--- src/rtl/cpu_reg_snapshot.sv ---
// rtl/cpu_reg_snapshot.sv - shadow register bank with four-phase snapshot freeze
module cpu_reg_snapshot #(
    parameter logic [31:0] RESET_PC = 32'h0000_0000
) (
    input  logic        CCLK,
    input  logic        CRST,
    input  logic        WB_EN,
    input  logic [4:0]  WB_ADDR,
    input  logic [31:0] WB_DATA,
    input  logic        RET_VALID,
    input  logic [31:0] RET_PC,
    input  logic        SNAP_REQ,
    output logic        SNAP_ACK,
    output logic        FROZEN,
    output logic [31:0] REG00, REG01, REG02, REG03, REG04, REG05, REG06, REG07,
    output logic [31:0] REG08, REG09, REG10, REG11, REG12, REG13, REG14, REG15,
    output logic [31:0] REG16, REG17, REG18, REG19, REG20, REG21, REG22, REG23,
    output logic [31:0] REG24, REG25, REG26, REG27, REG28, REG29, REG30, REG31,
    output logic [31:0] REGPC,
    output logic [31:0] RETIRED
);
    typedef enum logic [1:0] {IDLE, HOLD, RELEASE} state_t;

    state_t      state;
    logic [31:0] live [1:31];
    logic [31:0] live_pc, live_cnt;
    logic [31:0] out_r [1:31];
    logic [31:0] out_pc, out_cnt;
    logic [31:0] live_nxt [1:31];
    logic [31:0] live_pc_nxt, live_cnt_nxt;

    // Next-state live bank; the output bank copies this so same-edge updates are included.
    always_comb begin
        for (int i = 1; i < 32; i++) begin
            live_nxt[i] = live[i];
            if (WB_EN && WB_ADDR == 5'(i))
                live_nxt[i] = WB_DATA;
        end
        live_pc_nxt  = RET_VALID ? RET_PC : live_pc;
        live_cnt_nxt = (RET_VALID && live_cnt != 32'hFFFF_FFFF) ? live_cnt + 32'd1 : live_cnt;
    end

    always_ff @(posedge CCLK) begin
        if (CRST) begin
            state    <= IDLE;
            SNAP_ACK <= 1'b0;
            FROZEN   <= 1'b0;
            for (int i = 1; i < 32; i++) begin
                live[i]  <= '0;
                out_r[i] <= '0;
            end
            live_pc  <= RESET_PC;
            live_cnt <= '0;
            out_pc   <= RESET_PC;
            out_cnt  <= '0;
        end else begin
            for (int i = 1; i < 32; i++)
                live[i] <= live_nxt[i];
            live_pc  <= live_pc_nxt;
            live_cnt <= live_cnt_nxt;
            if (state != HOLD) begin
                for (int i = 1; i < 32; i++)
                    out_r[i] <= live_nxt[i];
                out_pc  <= live_pc_nxt;
                out_cnt <= live_cnt_nxt;
            end
            case (state)
                IDLE: if (SNAP_REQ) begin
                    state    <= HOLD;
                    SNAP_ACK <= 1'b1;
                    FROZEN   <= 1'b1;
                end
                HOLD: if (!SNAP_REQ) begin
                    state    <= RELEASE;
                    SNAP_ACK <= 1'b0;
                    FROZEN   <= 1'b0;
                end
                default: begin
                    state    <= IDLE;
                    SNAP_ACK <= 1'b0;
                    FROZEN   <= 1'b0;
                end
            endcase
        end
    end

    assign REG00 = '0;
    assign REG01 = out_r[1];
    assign REG02 = out_r[2];
    assign REG03 = out_r[3];
    assign REG04 = out_r[4];
    assign REG05 = out_r[5];
    assign REG06 = out_r[6];
    assign REG07 = out_r[7];
    assign REG08 = out_r[8];
    assign REG09 = out_r[9];
    assign REG10 = out_r[10];
    assign REG11 = out_r[11];
    assign REG12 = out_r[12];
    assign REG13 = out_r[13];
    assign REG14 = out_r[14];
    assign REG15 = out_r[15];
    assign REG16 = out_r[16];
    assign REG17 = out_r[17];
    assign REG18 = out_r[18];
    assign REG19 = out_r[19];
    assign REG20 = out_r[20];
    assign REG21 = out_r[21];
    assign REG22 = out_r[22];
    assign REG23 = out_r[23];
    assign REG24 = out_r[24];
    assign REG25 = out_r[25];
    assign REG26 = out_r[26];
    assign REG27 = out_r[27];
    assign REG28 = out_r[28];
    assign REG29 = out_r[29];
    assign REG30 = out_r[30];
    assign REG31 = out_r[31];
    assign REGPC   = out_pc;
    assign RETIRED = out_cnt;
endmodule

--- config.mk ---
export PLATFORM = sky130hd
export DESIGN_NAME = cpu_reg_snapshot
export DESIGN_NICKNAME = d
export VERILOG_FILES = /design/src/rtl/cpu_reg_snapshot.sv
export SDC_FILE = /design/constraint.sdc
export NUM_CORES = 2
export LEC_CHECK = 0
export ABC_CLOCK_PERIOD_IN_PS = 40100
export BUFFER_PORTS_ARGS = -buffer_cell sky130_fd_sc_hd__buf_2
export CAP_MARGIN = 20
export CORE_AREA = 4 4 458 460
export CTS_CLUSTER_DIAMETER = 60
export CTS_CLUSTER_SIZE = 20
export DETAILED_ROUTE_END_ITERATION = 12
export DIE_AREA = 0 0 462 464
export PLACE_DENSITY_LB_ADDON = 0.2
export SETUP_SLACK_MARGIN = 0.02
export SLEW_MARGIN = 20
export SYNTH_ARGS = -nofsm -noshare
export SYNTH_HDL_FRONTEND = slang
export SYNTH_SLANG_ARGS = --single-unit
--- constraint.sdc ---
create_clock -name CCLK -period 40.1 [get_ports CCLK]
set_input_delay 6.015 -clock CCLK [delete_from_list [all_inputs] [get_ports CCLK]]
set_output_delay 6.015 -clock CCLK [all_outputs]
set_load 0.05 [all_outputs]
; Yosys cells after proc, flatten, opt, wreduce, memory -nomap -nowiden
; Memory sizes are Yosys's and may differ from the RTL's.
; Index checks and enable logic that the tools add are counted.
[op_classes]
add_sub_neg = 1
n_eq_ne = 36
n_reduce_logical = 34
n_bitwise = 62
muxes = 107
[ops]
columns = operator, count
row1 = 32-bit 2-to-1 mux, 95
row2 = "5-bit equality test, second input constant", 16
row3 = 1-bit bitwise OR, 62
row4 = "5-bit by 4-bit equality test with 1-bit output, second input constant", 8
row5 = "32-bit by 1-bit adder with 32-bit output, second input constant", 1
row6 = 1-bit logical AND, 32
row7 = "32-bit inequality test, second input constant", 1
row8 = "5-bit by 3-bit equality test with 1-bit output, second input constant", 4
row9 = "5-bit by 2-bit equality test with 1-bit output, second input constant", 2
row10 = 1-bit 2-to-1 mux, 8
row11 = "5-bit by 1-bit equality test with 1-bit output, second input constant", 1
row12 = 2-bit 2-to-1 mux, 2
row13 = "2-bit inequality test, second input constant", 2
row14 = 2-bit case mux with 2 select lines, 1
row15 = "2-bit by 1-bit equality test with 1-bit output, second input constant", 1
row16 = 2-bit zero test, 1
row17 = "2-bit by 1-bit inequality test with 1-bit output, second input constant", 1
row18 = 1-bit case mux with 2 select lines, 1
row19 = 2-bit AND reduction, 1
[totals]
mem_bits_rw = 1984
regBits = 131
output_inout_bits = 1090
memories = 2
inputBits = 74
word_cells = 248
[memory_table]
columns = memory, depth, word_bits, rd, rd_ports_with_merged_regs, write_ports, line_no
row1 = live, 31, 32, 31, 0, 31, 25  ; logic [31:0] live [1:31];
row2 = out_r, 31, 32, 31, 0, 31, 27  ; logic [31:0] out_r [1:31];

; Longest topological paths before layout
[depth]
word_depth = 5
mapped_depth = 8
mapped_depth_nobuf = 6

; Least setup slack after synthesis
; Ideal clock, no wire load.
[synth_timing]
path_kind = input port to flip-flop
from = in CRST
to = reg out_r[0][1000] (netlist name)
setup_time_ns = 1.549
t_arrival_ns = 30.111
t_required_ns = 38.551
stages = 3
n_path_buf = 2
path_slack_ns = 8.440
path_cell_list = clkbuf_1 -> clkbuf_1 -> nand2b_1
[synth_rtl]
columns = element, line_no
row1 = start: declaration, 6  ; input logic CRST,

==> reports/results.txt <==
The routed layout has 50500 vias. The floorplan step defined a die boundary enclosing 214000 sq um. The quantity of hold-fixing buffers added after cts came out at 0. The total count of max-transition violations in the final report was 0. For the clock latency of the later-clocked register in the worst-skew pair, the log shows 0.81 ns.

In the layout the commonest cells are 1123 x sky130_fd_sc_hd__buf_2, 1122 x sky130_fd_sc_hd__dfxtp_1, 1099 x sky130_fd_sc_hd__nor2_1. In this run the clock root is driven by a sky130_fd_sc_hd__clkbuf_16. Averaged over all synthesized cells, the footprint is 12.4 sq um. For the H-tree depth reported by CTS, the log shows 4. The number of setup buffers added after CTS is 0. In the routed design, unresolved DRC markers number 0. In this run the worst hold path is classified as reg -> reg. The tools report the launch point of the worst hold path as RETIRED[18]. At the pin with the least slew margin, the transition time is 1.14 ns.

The highest fanout seen on the critical path is 178. Final weighted congestion of routability-driven global placement: 0.792. For this run, the post-layout net count is 6990. The worst path uses 30.4% of the clock period. For the final database, setup skew stands at 0.0471 ns. Maximum clock rate: 82.1 MHz. Before antenna repair, the detailed router went through 6 iterations. The final-report setup violation count was 0. The clock-pin slew reported for the worst setup and hold paths after clock tree synthesis was 0.08 ns.

Dividing the detail-routed via count by the number of cells gives 5.18. The slowest cell on the critical path is sky130_fd_sc_hd__buf_4. The height of the chip was 464 um. In the final timing run, aggregate negative setup slack is 0 ns. Critical path endpoint category: a register. Fraction of synthesized cell area taken by the top area cell type: 39.4%. Ranked by total cell area, the synthesized netlist is headed by sky130_fd_sc_hd__edfxtp_1 39%, sky130_fd_sc_hd__dfxtp_1 30%, sky130_fd_sc_hd__mux2i_1 14%.

The signal on the critical path passes through buf_12 > buf_4 > buf_4 > buf_4 > buf_4 > buf_4 > buf_4 > buf_4 > nor3_1. Number of hold-slack violations in the final timing report: 0. The worst register-to-register path ends at out_r[0][477]. In this run the power density over the cells is 49.2 nW/um^2. The core region area was 206000 sq um; the count of input and output buffers was 1131.

For the worst setup margin, the log shows 27.91 ns. Across the run, the number of max-cap violations was 0. After synthesis the cells add up to 75700 sq um.

The overall die width works out to 462 um. Predominant post-synthesis flop cell: sky130_fd_sc_hd__dfxtp_1. The startpoint identified for the worst register-to-register timing path is state[0].

The final period demand of the worst path was 12.19 ns; the flop-to-flop setup slack was 33.49 ns. The run gives 0 as the yosys synthesis warning count. The total grt overflow was 0; the count of mapped cells out of synthesis was 6097. In this run, distinct cell masters in the synthesized netlist total 42. Cell type with the highest occurrence count on the critical path: sky130_fd_sc_hd__buf_4. Of the synthesized area, sequential elements account for 69.1%. The logs give 24.0% for the headroom to the max-slew limit and 2114 for the number of sinks on the clock net. The initial standard-cell utilization of the core was 36.7%. For the initial detailed-routing violation count, the log shows 4827.

Data on the critical path is required at its endpoint by 40.63 ns. Counting the buffers created by CTS gives 149. After detailed routing, the average wire length per cell comes to 25.6 um. TritonCTS built the clock tree. The library cell used most frequently in the layout, excluding fill and tap cells, is sky130_fd_sc_hd__buf_2.

For hold timing, the worst endpoint is RETIRED[18]. The tools report the setup slack after placement as 27.24 ns. The number of gates resized after CTS was 0. Via count of the first global-routing pass: 46700. The fraction of final layout cells sized beyond drive strength 1 came out at 21.6%. Counting instances, the worst hold path has a depth of 2. Across the VDD grid, the largest voltage drop is 39.6 uV.

The maximum cell stage delay along the critical path is 0.88 ns, and the number of rows created at floorplan is 167. The run gives 150000 um as the detailed-placement wirelength estimate. The flow ran to the end, and the final reports show no timing, DRC or antenna violations. The synthesized design contains 2114 register bits. The final core utilization is 43.0%, and the global-route usage over all layers is 22.4%. In this run the static leakage power is 39.7 nW.

The first global-routing pass estimated 348000 um of wire. For this run, asynchronously set or reset flops after synthesis account for 0%. 1164 I/O pins were placed. The logs give 249000 um for the overall routed net length and 3 for the number of buffers between clock root and the deepest sink. The worst endpoint data arrival time came out at 12.71 ns. The area overhead of the layout relative to synthesis was 17.2%. Setup repair after global routing left no endpoint under its margin.

After filler insertion, the fill cell instance count of the layout stands at 19400. Number of enable-type register cells in the synthesized netlist: 992. The critical path start-end classification was in -> reg. The pin count of the biggest net entering global routing is 225.

Initial antenna violation count: 20. Type of origin of the critical path: an input pin. Summed over all instances, the cell type with the most area after synthesis is sky130_fd_sc_hd__edfxtp_1.

The number of cells on the worst reg-to-reg path was 8; the residual antenna-violating net count after detailed routing was 0.
-- area by class of cell --
| type | instances | area (sq um) | area share (%) |
|---|---|---|---|
| flip-flops and latches | 2114 | 52300 | 58.9 |
| multi-input cells | 3407 | 21300 | 24.0 |
| clock inverters | 92 | 1200 | 1.35 |
| diodes | 4 | 10.0 | 0.0113 |
| well taps | 2704 | 3380 | 3.82 |
| clock buffers | 184 | 3960 | 4.47 |
| repair buffers | 1238 | 6550 | 7.38 |
| inverters | 5 | 18.8 | 0.0212 |
-- sequential cells by signal, summed over array words and instances (netlist names) --
| name | flops |
|---|---|
| REGPC | 32 |
| RETIRED | 32 |
| live | 992 |
| live_cnt | 32 |
| live_pc | 32 |
| out_r | 992 |
| state | 2 |
-- worst max-delay path by stage --
stage          from              to  depth (start not counted)
2_1_floorplan  CRST  out_r[0][1000]                          3
3_3_place_gp   CRST   out_r[0][477]                          8
3_5_place_dp   CRST   out_r[0][477]                          9
4_1_cts        CRST   out_r[0][772]                          8
5_1_grt        CRST   out_r[0][477]                          9
6_report       CRST   out_r[0][477]                          9
-- critical path: cells and delay by family --
kind / cells / cell delay (ns)
buffers and inverters: 8 / 6.01
and+or+nand+nor: 1 / 0.16
-- power by group --
group          internal (mW)  switching [mW]
clock network          0.823           0.808
logic                 0.0570           0.328
registers               2.30          0.0398
total                   3.18            1.18
-- through the flow --
| stage | cells | area, sq um | power (mW) | hold slack [ns] |
|---|---|---|---|---|
| after global placement | 9468 | 83500 | 2.78 | 0.445 |
| after global routing | 9745 | 88700 | 4.50 | 0.501 |
| after floorplan | 6128 | 75800 | 2.69 | 0.413 |
| final | 9748 | 88700 | 4.36 | 0.463 |
| after detailed placement | 9468 | 83500 | 2.78 | 0.452 |
| after CTS | 9744 | 88700 | 4.40 | 0.464 |
-- cell families after synthesis --
logic type	Yosys count	synth area share [%]
simple gates	2223	13.0
flops	2114	69.1
mux	1024	13.5
buf+inv	607	3.18
compound gates	125	1.13
xor+xnor	2	0.0232
fa+ha+maj	1	0.0165
other cells	1	0.00496
-- synthesized netlist by cell type, types with 2 or more instances --
cell type	number
sky130_fd_sc_hd__a211oi_1	35
sky130_fd_sc_hd__a21oi_1	29
sky130_fd_sc_hd__a311oi_1	27
sky130_fd_sc_hd__and4_1	2
sky130_fd_sc_hd__buf_1	93
sky130_fd_sc_hd__buf_2	6
sky130_fd_sc_hd__buf_4	33
sky130_fd_sc_hd__clkbuf_1	470
sky130_fd_sc_hd__dfxtp_1	1122
sky130_fd_sc_hd__edfxtp_1	992
sky130_fd_sc_hd__inv_1	5
sky130_fd_sc_hd__mux2i_1	1024
sky130_fd_sc_hd__nand2_1	25
sky130_fd_sc_hd__nand2b_1	7
sky130_fd_sc_hd__nand3_1	17
sky130_fd_sc_hd__nand3b_1	3
sky130_fd_sc_hd__nand4_1	12
sky130_fd_sc_hd__nand4b_1	3
sky130_fd_sc_hd__nor2_1	1111
sky130_fd_sc_hd__nor2b_1	3
sky130_fd_sc_hd__nor3_1	998
sky130_fd_sc_hd__nor3b_1	3
sky130_fd_sc_hd__nor4_1	2
sky130_fd_sc_hd__nor4_2	2
sky130_fd_sc_hd__o21ai_0	3
sky130_fd_sc_hd__o21ai_1	16
sky130_fd_sc_hd__o31ai_1	10
sky130_fd_sc_hd__or3_1	20
sky130_fd_sc_hd__or4_1	10
sky130_fd_sc_hd__xnor2_1	2
-- layer usage --
layer	global-route usage, %	up-vias	routed length (um)	share of wire [%]
li1	-	23100	-	-
met1	30.6	25200	106000	43
met2	36.4	1906	118000	47
met3	3.78	294	17400	7.0
met4	6.68	0	7420	3.0
met5	0	-	0	0
No activity file was read; power rests on OpenSTA's default activity.
